--- src/rtl/mem_port_arbiter.sv ---
// Two-requester arbiter sharing a write-port/read-port register file with 1-cycle read return.
// Optional grant/conflict statistics counters are enabled with MEM_ARB_STATS_EN.
module mem_port_arbiter #(
  parameter int Data_width = 8,
  parameter int Addr_width = 5,
  parameter int Cnt_width  = 16
) (
  input  logic                  clk,
  input  logic                  rst,
  input  logic                  req_a,
  input  logic                  we_a,
  input  logic [Addr_width-1:0] addr_a,
  input  logic [Data_width-1:0] wdata_a,
  output logic                  gnt_a,
  output logic                  rvalid_a,
  output logic [Data_width-1:0] rdata_a,
  input  logic                  req_b,
  input  logic                  we_b,
  input  logic [Addr_width-1:0] addr_b,
  input  logic [Data_width-1:0] wdata_b,
  output logic                  gnt_b,
  output logic                  rvalid_b,
  output logic [Data_width-1:0] rdata_b,
  output logic                  mem_wr_en,
  output logic [Addr_width-1:0] mem_wr_addr,
  output logic [Data_width-1:0] mem_wr_data,
  output logic                  mem_rd_en,
  output logic [Addr_width-1:0] mem_rd_addr,
  input  logic [Data_width-1:0] mem_rd_data
`ifdef MEM_ARB_STATS_EN
  ,
  input  logic                  stat_clr,
  output logic [Cnt_width-1:0]  stat_gnt_a,
  output logic [Cnt_width-1:0]  stat_gnt_b,
  output logic [Cnt_width-1:0]  stat_conflict
`endif
);

  logic last_win;   // 0 = A won last single grant, 1 = B
  logic rd_pend;
  logic rd_owner;   // 0 = A, 1 = B

  logic dual;
  logic tie;
  logic single_gnt;
  logic rd_gnt_a;
  logic rd_gnt_b;

  // A write and a read from different requesters never collide: both ports issue.
  always_comb begin
    dual       = req_a & req_b & (we_a ^ we_b);
    tie        = req_a & req_b & ~dual;
    gnt_a      = rst & req_a & (~tie | last_win);
    gnt_b      = rst & req_b & (~tie | ~last_win);
    single_gnt = gnt_a ^ gnt_b;
    rd_gnt_a   = gnt_a & ~we_a;
    rd_gnt_b   = gnt_b & ~we_b;
  end

  always_comb begin
    mem_wr_en   = 1'b0;
    mem_wr_addr = '0;
    mem_wr_data = '0;
    if (gnt_a && we_a) begin
      mem_wr_en   = 1'b1;
      mem_wr_addr = addr_a;
      mem_wr_data = wdata_a;
    end else if (gnt_b && we_b) begin
      mem_wr_en   = 1'b1;
      mem_wr_addr = addr_b;
      mem_wr_data = wdata_b;
    end
  end

  always_comb begin
    mem_rd_en   = rd_gnt_a | rd_gnt_b;
    mem_rd_addr = '0;
    if (rd_gnt_a) mem_rd_addr = addr_a;
    else if (rd_gnt_b) mem_rd_addr = addr_b;
  end

  always_ff @(posedge clk or negedge rst) begin
    if (!rst) begin
      last_win <= 1'b1;
      rd_pend  <= 1'b0;
      rd_owner <= 1'b0;
    end else begin
      if (single_gnt) last_win <= gnt_b;
      rd_pend <= rd_gnt_a | rd_gnt_b;
      if (rd_gnt_a || rd_gnt_b) rd_owner <= rd_gnt_b;
    end
  end

  always_comb begin
    rvalid_a = rd_pend & ~rd_owner;
    rvalid_b = rd_pend & rd_owner;
    rdata_a  = rvalid_a ? mem_rd_data : '0;
    rdata_b  = rvalid_b ? mem_rd_data : '0;
  end

`ifdef MEM_ARB_STATS_EN
  localparam logic [Cnt_width-1:0] CntMax = '1;

  always_ff @(posedge clk or negedge rst) begin
    if (!rst) begin
      stat_gnt_a    <= '0;
      stat_gnt_b    <= '0;
      stat_conflict <= '0;
    end else if (stat_clr) begin
      stat_gnt_a    <= '0;
      stat_gnt_b    <= '0;
      stat_conflict <= '0;
    end else begin
      if (gnt_a && stat_gnt_a != CntMax) stat_gnt_a <= stat_gnt_a + 1'b1;
      if (gnt_b && stat_gnt_b != CntMax) stat_gnt_b <= stat_gnt_b + 1'b1;
      if (tie && stat_conflict != CntMax) stat_conflict <= stat_conflict + 1'b1;
    end
  end
`endif

endmodule

--- config.mk ---
export PLATFORM = sky130hd
export DESIGN_NAME = mem_port_arbiter
export DESIGN_NICKNAME = d
export VERILOG_FILES = /design/src/rtl/mem_port_arbiter.sv
export SDC_FILE = /design/constraint.sdc
export NUM_CORES = 1
export LEC_CHECK = 0
export BUFFER_PORTS_ARGS = -buffer_cell sky130_fd_sc_hd__buf_4
export CAP_MARGIN = 5
export CORE_UTILIZATION = 32
export DETAILED_ROUTE_END_ITERATION = 8
export GPL_ROUTABILITY_DRIVEN = 0
export GPL_TIMING_DRIVEN = 0
export PLACE_DENSITY = 0.85
export RECOVER_POWER = 50
export SYNTH_ARGS = -nofsm -noshare
export SYNTH_HDL_FRONTEND = slang
export SYNTH_SLANG_ARGS = --single-unit
--- constraint.sdc ---
create_clock -name clk -period 4 [get_ports clk]
set_input_delay 0.6 -clock clk [delete_from_list [all_inputs] [get_ports clk]]
set_output_delay 0.6 -clock clk [all_outputs]
set_load 0.02 [all_outputs]
# == Word level (Yosys, flattened, before mapping) ==
# Index checks and enable logic that the tools add are counted.
# classes
n_addsub,0
multipliers,0
n_div,0
n_lt_le_gt_ge,0
eq_ne,0
n_shift,0
n_mux,10
bitwise,22
reduce_logical,3
# ops
cell,n
8-bit two-way mux,4
5-bit two-way mux,4
1-bit bitwise AND,11
1-bit inverter,6
1-bit bitwise OR,3
1-bit logical AND,2
1-bit two-way mux,2
1-bit bitwise XOR,2
1-bit logical OR,1
# word_totals
regBits,3
latchBits,0
ramBits,0
mem_bits_ro,0
out_inout_bits,40
word_cells,38
memories,0

# == Depth between registers and ports, before layout ==
# logic_depth
ltp_word,10
depth_mapped,5

# == Least setup slack after synthesis ==
# Ideal clock, no wire load.
# synth_timing
kind,reg-to-output
from,reg last_win
to,out mem_rd_addr[0]
arrival_time_ps,1431
path_slack_ps,1969
path_stages_with_launch,5
path_buffers,1
path_cell_list,dfstp_2 clkbuf_2 nor2b_4 a211oi_2 a22o_1
# synth_between
elab_chain_cells,6
elab_cells_between_ends,9
classes_between,mux (2); bitwise (7)
# synth_rtl
element,line_no,rtl
from (decl),39,logic last_win;
from (signal assigned),88,if (single_gnt) last_win <= gnt_b;
1-bit inverter,54,gnt_b = rst & req_b & (~tie | ~last_win);
1-bit bitwise OR,54,
1-bit bitwise AND,54,
1-bit bitwise AND,57,rd_gnt_b = gnt_b & ~we_b;
5-bit two-way mux,79,else if (rd_gnt_b) mem_rd_addr = addr_b;
5-bit two-way mux (*),78,if (rd_gnt_a) mem_rd_addr = addr_a;
to (decl),28,"output logic [Addr_width-1:0] mem_rd_addr,"
# Every way passes the cells marked *; elsewhere a longest branch is shown, timed or not.

# == Final worst setup path ==
# layout_timing
from,in rst
to,out mem_rd_en
# layout_between
elab_chain_cells,4
elab_cells_between_ends,7
classes_between,bitwise (7)
# layout_rtl
element,line_no,rtl
from (decl),9,"input logic rst,"
1-bit bitwise AND (on tied branches) (2 in a row),"53, 54",
1-bit bitwise AND (on tied branches),"56, 57",
1-bit bitwise OR (*),76,mem_rd_en = rd_gnt_a | rd_gnt_b;
to (decl),27,"output logic mem_rd_en,"
# Marks and branches as above.

==> metrics.cfg <==
[timing]
finalSetupTns_ps=0
fin_crit_ps=2850
hold_viol_final=0
fin_crit_sh_pct=71.2
max_freq_ghz=0.351
rsz0062_at_grt=false
max_slew.worst_pin.slew_ps=971
finalSetupViolations=0
finClkSkew_ps=0.683
drv_slew=0
fin_ws_ps=1150
relSlewSlack_pct=34.8

[yosys]
yosysTopAreaCell=a22o_2
yosys-top-cells-count=a22o_2 (10), and2_1 (9), a22o_1 (8), and3_1 (8)
synthFlopType=dfrtp_1
async_reset_ff_share_pct=100
syn-instance-count=65
synth-edff-count=0
ys_warn_count=0
synth.most_common_cell=a22o_2
ys_ff_latch=3
syn_avg_cell_area_um2=8.64
syn-cell-area_um2=562
yosysSeqAreaShare_pct=13.6
ys_types=26
synth_fp_nets=105
synth_top_cell_area_share_pct=17.8
synth_area_leaders=a22o_2 (18%), a22o_1 (12%), and2_1 (10%)

[clock_network]
cts_hold_buf=0
numCtsBuffers=3
cts_resized=0
post_cts_buffers=0
htreeDepth=1
cts_max_path_buffers=2
insertion_delay_ps=230
path_clk_slew_ps=40
clock-sinks=3
cts_tree=yes
root_buffer=clkbuf_4

[cells_and_area]
nFillCells=131
area_growth_pct=101
final_nets=189
multi_input_area_um2=433
n_antenna_cell=0
drive_gt1_share_pct=58.8
ff_latch_area_um2=76.3

[pwr]
power_density_nw_per_um2=206
power_leakage_nw=0.602
p_total_w=0.000233
ir_worst_vdd_mv=0.124

[worst_setup_path]
crit_path_end_kind=primary output
crit_fanout=7
reg2reg_slack_ps=2310
worstSetupStartpointType=primary input
reg2reg_from=last_win
arrival_ps=2250
reg2reg_depth=3
reg2reg_to=rd_pend
worstPathRequired_ps=3400
critPathKind=primary input to primary output

[run]
cap_viol_max_count=0

[grt]
grt_pass1_vias=773
antenna_found_initial=0
globalRoute.totalOverflow=0
grt_pass1_wl_um=3600
grt_start_max_net_pins=11
met3_usage_pct=4.58
use_met1_pct=29.5
met2_usage_pct=43.9
grt_usage_pct=24.6
top_usage_layer=met2

[drt]
drtPass1Iterations=6
drc=8
drt-total-wl_um=2470
routedWlPerCell_um=15.1
viasPerCell=5.13
antenna_left=0
drt_iter0_markers=21
routed-via-count=842

[floorplan]
core_um2=1580
rows=14
start_util_pct=35.6
dieWidth_um=43.9
io_pins=80
die_y_um=43.9
fp.dieArea_um2=1930

[status]
status=finished, violations left
violations=design-rule violations

[place]
dp_slack_ps=1610
io_buffers=79
dpl.hpwl_um=1970

[worst_hold_path]
hold_path.class=primary input to asynchronous set/reset pin

-- layout make-up --
type,instances,share of cell area (%)
Timing Repair Buffer,79,46.6
Inverter,3,0.999
Multi-Input combinational cell,54,38.4
Sequential cell,3,6.77
Buffer,5,3.11
Clock buffer,4,2.33
Tap cell,16,1.78
-- worst max-delay path by stage --
| stage | start | end | depth (start not counted) | slack (ps) |
|---|---|---|---|---|
| after detailed placement | rst | mem_wr_data[6] | 6 | 1610 |
| after global placement | rst | mem_wr_data[6] | 6 | 1650 |
| after global routing | rst | mem_rd_addr[2] | 5 | 1040 |
| after CTS | last_win | mem_rd_addr[3] | 5 | 1470 |
| after floorplan | last_win | mem_rd_addr[0] | 4 | 1970 |
| final | rst | mem_rd_en | 5 | 1150 |
-- logic make-up (layout without fill, tap and decap cells) --
| family | Yosys count | in the layout | synth area share (%) |
|---|---|---|---|
| AO/OA/AOI/OAI | 27 | 27 | 47.0 |
| XOR/XNOR | 1 | 1 | 1.56 |
| buffers and inverters | 8 | 91 | 8.24 |
| flip-flops | 3 | 3 | 13.6 |
| multiplexers | 1 | 1 | 1.78 |
| AND/OR/NAND/NOR | 25 | 25 | 27.8 |
-- flip-flops by register name (all words and copies together), names as in the netlist --
register  count
rd_pend       1
last_win      1
rd_owner      1
-- layout by cell type, fill, tap and decap left out --
master    count
nor2b_4       1
inv_1         1
inv_2         2
and3_1        8
a31oi_1       1
clkbuf_1     21
dfstp_2       1
and2_0        1
dfrtp_1       2
a211oi_4      1
and2_1        8
nand2_1       2
nor2b_1       1
a311oi_2      1
nor2_1        1
a311oi_1      1
buf_6         2
a22o_2       10
a22o_1        8
a21oi_1       2
clkbuf_2      1
clkbuf_4      3
or2_2         2
nand2_2       1
a211oi_1      1
buf_4        61
mux2i_1       1
xnor2_1       1
a211oi_2      1
o21bai_1      1
-- per-layer routing --
| metal | up-vias | share of wire [%] |
|---|---|---|
| li1 | 415 | - |
| met1 | 379 | 39 |
| met2 | 46 | 51 |
| met3 | 2 | 9.4 |
| met4 | 0 | 0.85 |
| met5 | - | 0 |
-- report_power, final --
group | switching, W | leakage (nW) | internal (W) | total, W
sequential | 0.00000259 | 0.0348 | 0.0000358 | 0.0000384
clock | 0.0000157 | 0.0150 | 0.0000374 | 0.0000531
combinational | 0.0000753 | 0.552 | 0.0000658 | 0.000141
-- through the flow --
stage | cell area [um^2] | hold WS, ps | instances | utilization, %
after floorplan | 562 | 304 | 65 | -
after global placement | 1170 | 408 | 160 | 74.5
after detailed placement | 1170 | 409 | 160 | 74.5
after CTS | 1200 | 167 | 164 | 76.2
after global routing | 1130 | 247 | 164 | 71.5
final | 1130 | 242 | 164 | 71.5
-- critical path, cell delays in order --
cell      delay (ps)
clkbuf_1         270
nand2_1          170
a311oi_1         820
or2_2            250
buf_4            140
No activity file was read; power rests on OpenSTA's default activity.
